[src/rtl/instruction_encoder.sv]
// rtl/instruction_encoder.sv - packs decoded instruction fields into 32-bit words
// and streams them into instruction memory, one write per accepted field set.
module instruction_encoder #(
  parameter int ADDR_W    = 8,
  parameter int MAX_WORDS = 256
) (
  input  logic              i_clk,
  input  logic              i_rst,
  input  logic              i_start,
  input  logic [ADDR_W-1:0] i_base_addr,
  input  logic              i_valid,
  output logic              o_ready,
  input  logic              i_last,
  input  logic [1:0]        i_fmt,
  input  logic              i_ext,
  input  logic [6:0]        i_opcode,
  input  logic [3:0]        i_dr,
  input  logic [3:0]        i_sa,
  input  logic [3:0]        i_sb,
  input  logic [15:0]       i_imm,
  input  logic [7:0]        i_ext8,
  output logic              o_mem_we,
  output logic [ADDR_W-1:0] o_mem_addr,
  output logic [31:0]       o_mem_wdata,
  output logic [ADDR_W:0]   o_count,
  output logic              o_done,
  output logic              o_full,
  output logic              o_err
);

  typedef enum logic [1:0] {S_IDLE, S_LOAD, S_DONE} state_t;

  localparam logic [ADDR_W:0] MAX_CNT = (ADDR_W+1)'(MAX_WORDS);

  state_t            r_state;
  state_t            w_next_state;
  logic [ADDR_W-1:0] r_ptr;
  logic [ADDR_W:0]   r_count;
  logic              r_done;
  logic              r_full;
  logic              r_err;
  logic              r_we;
  logic [ADDR_W-1:0] r_addr;
  logic [31:0]       r_wdata;

  logic              w_ready;
  logic              w_accept;
  logic              w_legal;
  logic              w_fill;
  logic [ADDR_W:0]   w_count_inc;
  logic [31:0]       w_packed;

  assign w_legal     = (i_fmt != 2'd3);
  assign w_count_inc = r_count + 1'b1;

  always_ff @(posedge i_clk or posedge i_rst) begin
    if (i_rst) begin
      r_state <= S_IDLE;
    end else begin
      r_state <= w_next_state;
    end
  end

  // A start pulse wins over a same-cycle handshake, so accept is masked by it.
  always_comb begin
    w_next_state = r_state;
    w_ready      = 1'b0;
    w_accept     = 1'b0;
    w_fill       = 1'b0;
    if (r_state == S_LOAD && r_count < MAX_CNT) begin
      w_ready = 1'b1;
    end
    w_accept = i_valid & w_ready & ~i_start;
    w_fill   = w_legal && (w_count_inc == MAX_CNT);
    if (i_start) begin
      w_next_state = S_LOAD;
    end else if (w_accept && (i_last || w_fill)) begin
      w_next_state = S_DONE;
    end
  end

  always_comb begin
    w_packed = 32'h0000_0000;
    case (i_fmt)
      2'd0:    w_packed = {i_ext, 12'h000, i_opcode, i_dr, i_sa, i_sb};
      2'd1:    w_packed = {i_ext, i_imm[15:4], i_opcode, i_dr, i_sa, i_imm[3:0]};
      2'd2:    w_packed = {i_ext, 12'h000, i_opcode, i_ext8, i_sb};
      default: w_packed = 32'h0000_0000;
    endcase
  end

  always_ff @(posedge i_clk or posedge i_rst) begin
    if (i_rst) begin
      r_ptr   <= '0;
      r_count <= '0;
      r_done  <= 1'b0;
      r_full  <= 1'b0;
      r_err   <= 1'b0;
      r_we    <= 1'b0;
      r_addr  <= '0;
      r_wdata <= 32'h0000_0000;
    end else begin
      r_we <= 1'b0;
      if (i_start) begin
        r_ptr   <= i_base_addr;
        r_count <= '0;
        r_done  <= 1'b0;
        r_full  <= 1'b0;
        r_err   <= 1'b0;
      end else if (w_accept) begin
        if (w_legal) begin
          r_we    <= 1'b1;
          r_addr  <= r_ptr;
          r_wdata <= w_packed;
          r_ptr   <= r_ptr + 1'b1;
          r_count <= w_count_inc;
        end else begin
          r_err <= 1'b1;
        end
        // Running out of room without a last marker ends the load as full.
        if (i_last) begin
          r_done <= 1'b1;
        end else if (w_fill) begin
          r_done <= 1'b1;
          r_full <= 1'b1;
        end
      end
    end
  end

  assign o_ready     = w_ready;
  assign o_mem_we    = r_we;
  assign o_mem_addr  = r_addr;
  assign o_mem_wdata = r_wdata;
  assign o_count     = r_count;
  assign o_done      = r_done;
  assign o_full      = r_full;
  assign o_err       = r_err;

endmodule

[config.mk]
export PLATFORM = sky130hd
export DESIGN_NAME = instruction_encoder
export DESIGN_NICKNAME = d
export VERILOG_FILES = /design/src/rtl/instruction_encoder.sv
export SDC_FILE = /design/constraint.sdc
export NUM_CORES = 1
export LEC_CHECK = 0
export BUFFER_PORTS_ARGS = -buffer_cell sky130_fd_sc_hd__clkbuf_2
export CORE_MARGIN = 2
export CORE_UTILIZATION = 43
export DETAILED_ROUTE_END_ITERATION = 6
export GPL_TIMING_DRIVEN = 0
export PLACE_DENSITY = 0.82
export SLEW_MARGIN = 20
export SYNTH_ARGS = -nofsm -noshare
export SYNTH_HDL_FRONTEND = slang
export SYNTH_SLANG_ARGS = --single-unit
[constraint.sdc]
create_clock -name i_clk -period 1.8 [get_ports i_clk]
set_input_delay 0.18 -clock i_clk [delete_from_list [all_inputs] [get_ports i_clk]]
set_output_delay 0.18 -clock i_clk [all_outputs]
set_load 0.1 [all_outputs]
# [Word level (Yosys, flattened, before mapping)]
# Index checks and enable logic that the tools add are counted.
# W data, S select, Z words.
[word_totals] output_inout_bits=54 word_cells=60 input_bits=59 ramBits=0 mem_count=0 latchBits=0 ff_bits=63 mem_bits_ro=0
[op_classes] n_mux=23 n_bitwise=3 eq_ne=7 n_div=0 n_addsub=2 multipliers=0 n_lt_le_gt_ge=1 n_shift=0 n_reduce_logical=15
[ops] operator="$pmux W32 S3" n=1
[ops] operator="$mux W9" n=3
[ops] operator="$mux W8" n=3
[ops] operator="$mux W1" n=14
[ops] operator="$add A9 B1 Y9 const B" n=1
[ops] operator="$eq A9 B9 Y1 const B" n=1
[ops] operator="$lt A9 B9 Y1 const B" n=1
[ops] operator="$add A8 B1 Y8 const B" n=1
[ops] operator="$reduce_bool A2 Y1" n=4
[ops] operator="$ne A2 B2 Y1 const B" n=3
[ops] operator="$reduce_and A2 Y1" n=3
[ops] operator="$reduce_and A3 Y1" n=2
[ops] operator="$eq A2 B1 Y1 const B" n=2
[ops] operator="$mux W2" n=2
[ops] operator="$logic_and A1 B1 Y1" n=3
[ops] operator="$reduce_bool A3 Y1" n=1
[ops] operator="$and A1 B1 Y1" n=2
[ops] operator="$eq A2 B2 Y1 const B" n=1
[ops] operator="$logic_not A2 Y1" n=1
[ops] operator="$logic_or A1 B1 Y1" n=1
[ops] operator="$not A1 Y1" n=1

# [Longest topological paths before layout]
[depth] ltp_word=8 mapped_depth=6

# [Least setup slack after synthesis]
# No wires, ideal clock.
[synth_path] path_type="register to output" from="register r_count[8] (netlist: o_count[8])" to="output port o_ready" required_time_ns=1.620 path_slack_ns=-1.503 path_stages_with_launch=2 t_arrival_ns=3.123 path_cell_list="dfrtp_1 -> nor3b_1"
[synth_via] elab_chain_len=3
[synth_rtl] element="from (decl)" line="38" source="logic [ADDR_W:0] r_count;"
[synth_rtl] element="from (signal assigned)" line="116" source="r_count <= w_count_inc;"
[synth_rtl] element="$lt A9 B9 Y1" line="70" source="if (r_state == S_LOAD && r_count < MAX_CNT) begin"
[synth_rtl] element="$logic_and A1 B1 Y1" line="70"
[synth_rtl] element="$mux W1" line="70"
[synth_rtl] element="to (decl)" line="12" source="output logic o_ready,"
# Every way passes these cells.

# [Final worst setup path]
# Ends and elaborated chain as after synthesis.

==> impl_results.md <==
- Number of clock buffers inserted by TritonCTS: 9
- Number of cells in the finished layout apart from fillers: 454
- Max Cap Violations: 0
- Number of diodes: 0
- Leakage power figure: 1.82 nW
- Pre-Repair DR Iteration Count: 4
- Critical Path Slowest Stage Cell: sky130_fd_sc_hd__clkbuf_2
- Clock-pin slew on the worst setup and hold paths: 0.07 ns
- Highest fanout seen on the critical path: 6
- Count of pins on the block boundary: ~110
- Count of final hold-check violations: 0
- Final critical-path required period: roughly 1.7 ns
- Top delay family on crit path: buffers and inverters
- Yosys cell types: 39
- Total placed cells including tap cells: between 400 and 500
- Setup repair after global routing missed its margin: yes
- Wire length of the first global-routing pass: approximately 12,000 um
- Share of total power in the clock network: 0.202
- Gr usage total: 0.207
- Iteration-0 DRC count of the detailed router: ~130
- Share of cells above drive strength 1: 0.467
- Startpoint Class: flop
- Endpoints failing setup: 0
- Series of cell instances along the critical path: buf_4 > nor3b_4 > clkbuf_2
- Commonest non-fill, non-tap cell in the layout: sky130_fd_sc_hd__clkbuf_2
- Share of synthesized registers carrying an async set or reset: 1.00
- Run status: complete, no violations
- Maximum number of pins on one net before global-route repair: 53
- Signal arrival time at the worst endpoint: ~1.6 ns
- Horiz. Die Dim: 84.8 um
- H-Tree Level Count: 3
- Required arrival time at the worst endpoint: about 1.6 ns
- Clock latency at the later pin of the worst-skew pair: 0.33 ns
- Number of fill cells in the layout: 538
- Post-layout power: roughly 5.3 mW
- Number of port buffers: 111
- Headroom to the max-slew limit: 0.632
- Number of cells produced by synthesis: about 240
- Average vias per placed instance: around 5.4
- WL final: between 6000 and 7000 um
- Number of antenna violations at the first check in global routing: 0
- F_max: roughly 570 MHz
- Cell-internal power: 2.62 mW
- Worst setup skew after layout: 0.00784 ns
- Synthesized cell area: ~2800 um^2
- Worst hold path type: primary input to flop
- Cell chosen for the clock root: sky130_fd_sc_hd__clkbuf_8
- Number of nets produced by synthesis: 305
- Peak supply drop: a little over 0.001 V
- Number of warnings reported in the yosys synthesis log: 0
- RD Place Congestion: between 0.7 and 0.8
- Comb power frac: 0.454
- Total core area: about 6300 um^2
- Post-detailed-route count of antenna-violating nets: 0
- Residual DRC: 0
- Peak per-stage delay on the critical path: between 0.4 and 0.5 ns
- Critical Path Sink Type: primary output
- Top library cells by usage in the layout, fill and taps aside: sky130_fd_sc_hd__clkbuf_2 (112), sky130_fd_sc_hd__dfrtp_1 (53), sky130_fd_sc_hd__nand2_1 (23)
- Wire length per cell: roughly 15 um
- TNS Setup: 0 ns
- TritonCTS clock tree: built
- Slew Limit Fails: 0
- Sequential cell area fraction in the yosys report: 0.561
- Initial Utilization: 0.442
- Number of placement rows: 29
- Register bit count reported by yosys: 63
- Die Y: roughly 85 um
- Count of flip-flops with a built-in enable after synthesis: 0
- # nets final: ~430
- Transition at the pin with the smallest max-transition slack: about 0.55 ns
- Top flip-flop cell by instance count after synthesis: sky130_fd_sc_hd__dfrtp_1
- Switching fraction of total power: 0.507
- Deepest clock path buffer count: 2
- Period utilisation layout: 0.972
- Mean instance size in the synthesized netlist: 11.5 um^2
- Buf/Inv on CP: 2
- CTS sink cnt: 63
- Post-Place Cell Area: 3540 um^2
- Sequential power share: 0.344
- Final instance area: 3780 um^2
- Switching power: about 2.7 mW
- WS Path Type: flop to primary output
- Global route overflow: 0
- Power per Cell Area: 1400 nW/um^2
- Signed area change from the synthesized netlist to the final layout: 34.7%
- Via count of the first global-routing pass: 2,531
- Die Footprint: ~7200 um^2
- Via count: 2,449
- Half-perimeter wire length after detailed placement: 5090 um
==> state kept, by name (all words and copies together) (netlist names) <==
signal,cells
o_count,9
r_ptr,8
o_mem_wdata,32
o_done,1
o_mem_addr,8
o_full,1
r_state,2
o_mem_we,1
o_err,1
==> cells in the mapped netlist, types with 2 or more instances <==
| cell | instances | share of area |
|---|---|---|
| sky130_fd_sc_hd__mux2_2 | 16 | 0.064 |
| sky130_fd_sc_hd__nand2_1 | 23 | 0.031 |
| sky130_fd_sc_hd__dfrtp_1 | 63 | 0.56 |
| sky130_fd_sc_hd__inv_1 | 6 | 0.0080 |
| sky130_fd_sc_hd__nor2b_1 | 4 | 0.0089 |
| sky130_fd_sc_hd__buf_2 | 7 | 0.012 |
| sky130_fd_sc_hd__and2_1 | 2 | 0.0045 |
| sky130_fd_sc_hd__xor2_1 | 3 | 0.0094 |
| sky130_fd_sc_hd__a32o_1 | 3 | 0.011 |
| sky130_fd_sc_hd__a22oi_1 | 8 | 0.021 |
| sky130_fd_sc_hd__a211oi_1 | 2 | 0.0053 |
| sky130_fd_sc_hd__a21oi_1 | 3 | 0.0053 |
| sky130_fd_sc_hd__nand4_1 | 2 | 0.0045 |
| sky130_fd_sc_hd__a221o_1 | 4 | 0.014 |
| sky130_fd_sc_hd__nand2b_1 | 3 | 0.0067 |
| sky130_fd_sc_hd__clkbuf_1 | 7 | 0.0094 |
| sky130_fd_sc_hd__xnor2_1 | 10 | 0.031 |
| sky130_fd_sc_hd__o31a_1 | 2 | 0.0062 |
| sky130_fd_sc_hd__ha_1 | 2 | 0.0089 |
| sky130_fd_sc_hd__o21ai_0 | 8 | 0.014 |
| sky130_fd_sc_hd__nor4_1 | 10 | 0.022 |
| sky130_fd_sc_hd__a22o_1 | 12 | 0.037 |
| sky130_fd_sc_hd__nor2_1 | 16 | 0.021 |
| sky130_fd_sc_hd__a32oi_1 | 8 | 0.025 |
| sky130_fd_sc_hd__nand3_1 | 6 | 0.011 |
==> stage by stage <==
step	worst slack [ns]	hold WS, ns	util
global placement	-0.856	0.397	0.553
floorplan	-0.129	0.281	-
detailed placement	-0.172	0.0998	0.557
global route	-0.00287	0.0546	0.596
finish	0.0513	0.0592	0.596
CTS	0.0110	0.0501	0.589
==> cells by family after synthesis <==
group / Yosys count / synth area share
fa+ha+maj: 2 / 0.00891
buf+inv: 22 / 0.0325
flops: 63 / 0.561
xor+xnor: 13 / 0.0405
simple gates: 74 / 0.140
compound gates: 53 / 0.149
mux: 17 / 0.0677
==> repair_timing <==
action | 4_1_cts | 5_1_grt
hold buffers | 1 | 0
setup endpoints to repair | 18 | 31
endpoints found under the hold margin | 11 | 0
resized for setup | 5 | 4
buffers inserted | 1 | 4
pin swaps | 2 | 1
==> routing by layer <==
metal  global-route usage  vias to the layer above  part of all wire
met4               0.0981                        0             0.018
met2                0.334                       96              0.49
met3               0.0535                       12             0.078
met5                    0                        -                 0
met1                0.262                     1184              0.41
li1                     -                     1157                 -
==> layout make-up <==
cell class	count	area [um^2]	share of cell area
Clock buffer	10	138	0.0364
Timing Repair Buffer	118	631	0.167
Clock inverter	5	35.0	0.00926
Buffer	15	83.8	0.0222
Multi-Input combinational cell	159	1180	0.312
Sequential cell	63	1590	0.420
Tap cell	77	96.3	0.0255
Inverter	7	31.3	0.00827
==> worst paths after layout <==
kind,from,to,slack [ns],cells past startpoint
setup / recovery,o_count[8]$_DFFE_PP0P_,o_ready,0.05,3
max in group asynchronous,i_rst,o_count[7]$_DFFE_PP0P_,0.99,4
hold reg to reg,o_full$_DFFE_PP0P_,o_full$_DFFE_PP0P_,0.49,2
setup reg to reg,o_count[8]$_DFFE_PP0P_,r_ptr[7]$_DFFE_PP0P_,0.05,4
min in group asynchronous,i_rst,o_mem_addr[5]$_DFFE_PP0P_,0.29,3
hold / removal,i_base_addr[5],r_ptr[5]$_DFFE_PP0P_,0.06,3
==> tightest hold or removal path: stages <==
cell                       delay, ns
sky130_fd_sc_hd__clkbuf_2       0.08
sky130_fd_sc_hd__nand2_1        0.04
sky130_fd_sc_hd__o21ai_0        0.05
==> power by group through the flow <==
stage               clock (mW)  combinational [mW]  sequential, mW
finish                    1.07                2.41            1.83
global route              1.15                2.50            1.86
CTS                       1.08                2.41            1.83
detailed placement           0                2.41            1.84
global placement             0                2.37            1.84
floorplan                    0               0.401            3.41
No activity file was read; power rests on OpenSTA's default activity.
